<file path="src/rtl/daq_pkg.sv">
// daq_pkg: shared definitions for the DAQ SRAM writer slice.
//   daq_state_t    - writer FSM state encoding (IDLE=0, WRITE=1, DONE=2, HOLD=3)
//   DAQ_ADDR_WIDTH - default SRAM word-address width
//   DAQ_DATA_WIDTH - default SRAM word width
package daq_pkg;

  localparam int DAQ_ADDR_WIDTH = 10;
  localparam int DAQ_DATA_WIDTH = 32;

  typedef enum logic [1:0] {
    IDLE  = 2'd0,
    WRITE = 2'd1,
    DONE  = 2'd2,
    HOLD  = 2'd3
  } daq_state_t;

endpackage

</file>
<file path="src/rtl/daq_ring_ptr.sv">
// daq_ring_ptr: ring-buffer write offset for the DAQ SRAM writer.
// Ports:
//   wb_clk, wb_rst - clock, synchronous active-high reset
//   idle           - writer FSM is in IDLE
//   sample         - a word is being accepted; latch the ring length
//   advance        - word committed (DONE); step the offset
//   hold_exit      - FSM leaves HOLD this cycle; apply any pending clear
//   ptr_clear      - request to reset the offset to 0
//   buffer_words   - ring length in words (0 = full 2^ADDR_WIDTH)
//   wr_offset      - current offset
//   wrap_irq       - pulses with advance when the last slot was written
module daq_ring_ptr #(
  parameter int ADDR_WIDTH = 10
) (
  input  logic                  wb_clk,
  input  logic                  wb_rst,
  input  logic                  idle,
  input  logic                  sample,
  input  logic                  advance,
  input  logic                  hold_exit,
  input  logic                  ptr_clear,
  input  logic [ADDR_WIDTH-1:0] buffer_words,
  output logic [ADDR_WIDTH-1:0] wr_offset,
  output logic                  wrap_irq
);

  logic [ADDR_WIDTH-1:0] offset;
  logic [ADDR_WIDTH-1:0] last_idx;
  logic                  clr_pend;
  logic                  at_last;

  // buffer_words-1 underflows to all-ones for a length of 0, which is
  // exactly the 2^ADDR_WIDTH ring.
  assign at_last   = (offset == last_idx);
  assign wrap_irq  = advance && at_last;
  assign wr_offset = offset;

  always_ff @(posedge wb_clk) begin
    if (wb_rst) begin
      offset   <= '0;
      last_idx <= '1;
      clr_pend <= 1'b0;
    end else begin
      if (sample) begin
        last_idx <= buffer_words - ADDR_WIDTH'(1);
      end
      if (idle) begin
        if (ptr_clear) begin
          offset <= '0;
        end
      end else if (hold_exit) begin
        if (clr_pend || ptr_clear) begin
          offset <= '0;
        end
        clr_pend <= 1'b0;
      end else begin
        if (ptr_clear) begin
          clr_pend <= 1'b1;
        end
        // A clear seen during DONE is still pending here and overrides
        // this advance when HOLD exits.
        if (advance) begin
          offset <= at_last ? '0 : offset + ADDR_WIDTH'(1);
        end
      end
    end
  end

endmodule

</file>
<file path="src/rtl/daq_sram_writer.sv">
// daq_sram_writer: commits packed DAQ channel words into an SRAM ring buffer
// through a request/grant arbiter port.
// Ports:
//   wb_clk, wb_rst        - clock, synchronous active-high reset
//   enable                - writer enable
//   start_sram, data_in   - channel word handshake (held until data_done)
//   data_done             - one-cycle pulse when the word is committed
//   base_addr             - ring base word address
//   buffer_words          - ring length (0 = 2^ADDR_WIDTH)
//   ptr_clear             - reset the ring offset to 0
//   sram_req, sram_gnt    - write strobe / arbiter grant
//   sram_addr, sram_data  - write address / data
//   wr_offset             - current ring offset
//   wrap_irq              - pulse when the last ring slot is written
//   words_written         - saturating committed-word count
// Configuration: define DAQ_SRAM_WRITER_STATS_EN to build the words_written
// counter; otherwise words_written is tied to 0.
module daq_sram_writer
  import daq_pkg::*;
#(
  parameter int ADDR_WIDTH = DAQ_ADDR_WIDTH,
  parameter int DATA_WIDTH = DAQ_DATA_WIDTH
) (
  input  logic                  wb_clk,
  input  logic                  wb_rst,
  input  logic                  enable,
  input  logic                  start_sram,
  input  logic [DATA_WIDTH-1:0] data_in,
  output logic                  data_done,
  input  logic [ADDR_WIDTH-1:0] base_addr,
  input  logic [ADDR_WIDTH-1:0] buffer_words,
  input  logic                  ptr_clear,
  output logic                  sram_req,
  input  logic                  sram_gnt,
  output logic [ADDR_WIDTH-1:0] sram_addr,
  output logic [DATA_WIDTH-1:0] sram_data,
  output logic [ADDR_WIDTH-1:0] wr_offset,
  output logic                  wrap_irq,
  output logic [31:0]           words_written
);

  daq_state_t state, state_nxt;
  logic       accept;

  assign accept = (state == IDLE) && enable && start_sram;

  always_comb begin
    state_nxt = state;
    case (state)
      IDLE:    if (accept) state_nxt = WRITE;
      WRITE:   if (sram_gnt) state_nxt = DONE;
      DONE:    state_nxt = HOLD;
      HOLD:    state_nxt = IDLE;
      default: state_nxt = IDLE;
    endcase
  end

  always_ff @(posedge wb_clk) begin
    if (wb_rst) begin
      state <= IDLE;
    end else begin
      state <= state_nxt;
    end
  end

  always_ff @(posedge wb_clk) begin
    if (wb_rst) begin
      sram_req  <= 1'b0;
      sram_addr <= '0;
      sram_data <= '0;
    end else if (accept) begin
      sram_req  <= 1'b1;
      sram_addr <= base_addr + wr_offset;
      sram_data <= data_in;
    end else if ((state == WRITE) && sram_gnt) begin
      sram_req  <= 1'b0;
    end
  end

  assign data_done = (state == DONE);

  daq_ring_ptr #(
    .ADDR_WIDTH(ADDR_WIDTH)
  ) u_ring_ptr (
    .wb_clk       (wb_clk),
    .wb_rst       (wb_rst),
    .idle         (state == IDLE),
    .sample       (accept),
    .advance      (state == DONE),
    .hold_exit    (state == HOLD),
    .ptr_clear    (ptr_clear),
    .buffer_words (buffer_words),
    .wr_offset    (wr_offset),
    .wrap_irq     (wrap_irq)
  );

`ifdef DAQ_SRAM_WRITER_STATS_EN
  logic [31:0] words_cnt;

  always_ff @(posedge wb_clk) begin
    if (wb_rst) begin
      words_cnt <= '0;
    end else if (data_done && (words_cnt != '1)) begin
      words_cnt <= words_cnt + 32'd1;
    end
  end

  assign words_written = words_cnt;
`else
  assign words_written = '0;
`endif

endmodule

</file>
<file path="config.mk">
export PLATFORM = sky130hd
export DESIGN_NAME = daq_sram_writer
export DESIGN_NICKNAME = d
export VERILOG_FILES = /design/src/rtl/daq_pkg.sv /design/src/rtl/daq_ring_ptr.sv /design/src/rtl/daq_sram_writer.sv
export SDC_FILE = /design/constraint.sdc
export NUM_CORES = 1
export LEC_CHECK = 0
export CAP_MARGIN = 20
export CORE_MARGIN = 8
export CORE_UTILIZATION = 30
export CTS_CLUSTER_SIZE = 25
export DETAILED_ROUTE_END_ITERATION = 8
export GPL_TIMING_DRIVEN = 0
export PLACE_DENSITY_LB_ADDON = 0.1
export SLEW_MARGIN = 15
export SYNTH_ARGS = -nofsm -noshare
export SYNTH_HDL_FRONTEND = slang
export SYNTH_SLANG_ARGS = --single-unit
</file>
<file path="constraint.sdc">
create_clock -name wb_clk -period 2.3 [get_ports wb_clk]
set_input_delay 0.23 -clock wb_clk [delete_from_list [all_inputs] [get_ports wb_clk]]
set_output_delay 0.23 -clock wb_clk [all_outputs]
set_load 0.02 [all_outputs]
</file>
==> summary.md <==
| Metric | Value |
|---|---|
| Crit path to | `sram_addr[9]` |
| Max transition margin | `61.4%` |
| Count of state elements after synthesis | `66` |
| Placement Cell Area | `0.00501 mm^2` |
| Maximum VDD drop | `345 uV` |
| Rows | `40` |
| Post-synth EDFFs | `0` |
| Fill cells | `1207` |
| CP Class | `flip-flop to flip-flop` |
| Sequential area share after synthesis | `36.9%` |
| IO Pins | `145` |
| Yosys warnings | `0` |
| Gpl congestion | `0.826` |
| H-tree levels | `3` |
| Min Tclk post-route | `2.18 ns` |
| Main area contributors after synthesis | `dfxtp_1 37%, nand2_1 9.6%, buf_4 6.7%, a21oi_1 6.6%, ha_1 5.6%` |
| Critical Path End Type | `flip-flop` |
| Distinct cells, synth | `50` |
| Setup bufs post-CTS | `0` |
| DRT Pass-1 Iters | `4` |
| Clk Latency, worst-skew pair | `~0.33 ns` |
| Via Count | `3539` |
| DRT antenna net count | `0` |
| Post-CTS Hold Buffers | `0` |
| Period utilisation layout | `94.9%` |
| TritonCTS clock tree | `built` |
| Max Slew Vio Count | `0` |
| PwrDens | `about 750 mW/mm^2` |
| Max Clk Rate | `458 MHz` |
| Design Area, Final | `roughly 0.0053 mm^2` |
| Slew @ Worst Pin | `0.580 ns` |
| Grt ovf | `0` |
| Final HPWL DP | `8.67 mm` |
| IO buf count | `112` |
| Required @ worst endpoint | `2.54 ns` |
| Area share of the largest cell type after synthesis | `36.9%` |
| First-pass GRT wire length | `17.8 mm` |
| Vias per cell | `roughly 4.7` |
| Nets@finish | `683` |
| Worst Clk Skew | `0.00785 ns` |
| Worst-path clk slew | `0.06 ns` |
| Share of cells above drive strength 1 | `between 10% and 20%` |
| Dpl ws | `-0.169 ns` |
| Die width | `125 um` |
| Status | `finished clean` |
| Residual DRC | `0` |
| Clock Path Buffers | `2` |
| Detailed Route Iter0 Violations | `210` |
| Final setup violating endpoints | `0` |
| Die area | `0.0157 mm^2` |
| Commonest cells post-synth | `92 x nand2_1, 66 x dfxtp_1, 47 x a21oi_1` |
| # clock sinks | `between 60 and 70` |
| Clock root cell | `clkbuf_16` |
| Final Hold Fails | `0` |
| Ant. Diodes | `0` |
| Arrival time at the worst endpoint | `2.42 ns` |
| RSZ-0062 raised after global routing | `false` |
| Async SR Flop Fraction | `0%` |
| Core Area | `0.0119 mm^2` |
| Worst R2R Start | `u_ring_ptr.wr_offset[3]` |
| Final worst slack | `0.117 ns` |
| Worst R2R End | `sram_addr[9]` |
| R2R setup slack | `around 0.12 ns` |
| Hold_ws | `0.450 ns` |
| Layout area overhead | `48.2%` |
| Initial antenna violation count | `0` |
| Avg Synthesized Cell Area | `7.90 um^2` |
| Max-Cap Viols | `0` |
| Initial core utilization | `30.2%` |
| CP Launch Type | `flip-flop` |
| Vias in the first global route | `3448` |
| Wirelength per Cell | `14.7 um` |
| Area of the mapped netlist | `0.00358 mm^2` |
| Reg2Reg Depth | `6` |
| Die H | `125 um` |
| Crit path from | `u_ring_ptr.wr_offset[3]` |
| Gr usage total | `~14%` |
| Post-Route WL | `11.2 mm` |
| Top FF cell, synth | `dfxtp_1` |
| Worst Path Max Fanout | `7` |
| Leakage | `2.11 nW` |
| Worst Hold Class | `input port to flip-flop` |
| Count leader, synth | `nand2_1` |
| Post-synth top area cell | `dfxtp_1` |
| Num CTS Buffers | `9` |
| Cells after synthesis | `454` |
| Largest net degree at the start of global routing | `13` |
stage by stage:
stage          util (%)  setup TNS, ns  power, W  instances
3_3_place_gp       42.2          -3.63   0.00274        744
3_5_place_dp       42.2          -4.63   0.00275        744
2_1_floorplan         -              0   0.00222        485
4_1_cts            44.7              0   0.00404        760
6_report           44.8              0   0.00399        760
5_1_grt            44.8              0   0.00426        760
layout make-up:
type	count	area [um^2]	share of cell area [%]
plain buffers	57	338	6.36
multi-input cells	349	2010	37.8
clock buffers	10	239	4.50
well taps	147	184	3.46
flip-flops and latches	66	1330	25.0
inverters	13	48.8	0.919
repair buffers	112	1120	21.1
clock inverters	6	42.5	0.801
what timing repair did:
item                       in CTS  in global routing
resized for setup              13                  2
pin swaps                       0                  0
setup endpoints to repair      43                  2
registers in the layout, summed over array words and instances, names as in the netlist:
| name | flops |
|---|---|
| u_ring_ptr.wr_offset | 10 |
| u_ring_ptr.clr_pend | 1 |
| sram_req | 1 |
| sram_data | 32 |
| state | 2 |
| u_ring_ptr.last_idx | 10 |
| sram_addr | 10 |
where the power goes:
group,total [W],leakage [nW],internal (W),switching (W)
clock,0.00126,0.134,0.000757,0.000504
sequential,0.00140,0.541,0.00130,0.000105
combinational,0.00133,1.44,0.000552,0.000776
total,0.00399,2.11,0.00261,0.00138
cell usage in the layout (no fill, tap or decap), types with 15 or more instances in the layout:
cell type,count
conb_1,32
nor2_1,19
a21oi_1,47
ha_1,16
buf_4,32
clkdlybuf4s50_1,111
dfxtp_1,60
nor3_1,15
clkbuf_1,17
nand2_1,92
routing by layer:
metal,wire length [um],track usage [%],share of wire (%),vias to the layer above
met5,0,0,0,-
met4,172,4.80,1.5,0
met3,816,4.50,7.3,12
met2,5370,23.6,48,124
met1,4840,16.1,43,1589
li1,-,-,-,1814
critical path: stages (launching register included):
cell,delay [ns]
dfxtp_1,0.52
ha_1,0.35
nand2_1,0.08
a2bb2oi_1,0.36
a21oi_1,0.16
or3b_1,0.37
a311oi_1,0.25
cells by family after synthesis:
| group | Yosys count | share of synthesized area (%) |
|---|---|---|
| simple gates | 190 | 26.2 |
| mux | 1 | 0.279 |
| compound gates | 90 | 15.1 |
| flops | 66 | 36.9 |
| fa+ha+maj | 17 | 6.14 |
| other cells | 1 | 0.105 |
| xor+xnor | 19 | 4.64 |
| buf+inv | 70 | 10.7 |
worst min-delay path by stage:
stage / startpoint / endpoint / slack (ns) / depth (start not counted)
after detailed placement: sram_addr[0] / sram_addr[0] / 0.45 / 2
after global placement: sram_data[21] / sram_data[21] / 0.44 / 2
after CTS: data_in[22] / sram_data[22] / 0.44 / 3
after global routing: data_in[8] / sram_data[8] / 0.45 / 3
after floorplan: buffer_words[0] / u_ring_ptr.last_idx[0] / 0.36 / 1
final: data_in[9] / sram_data[9] / 0.45 / 3
No activity file was read; power rests on OpenSTA's default activity.
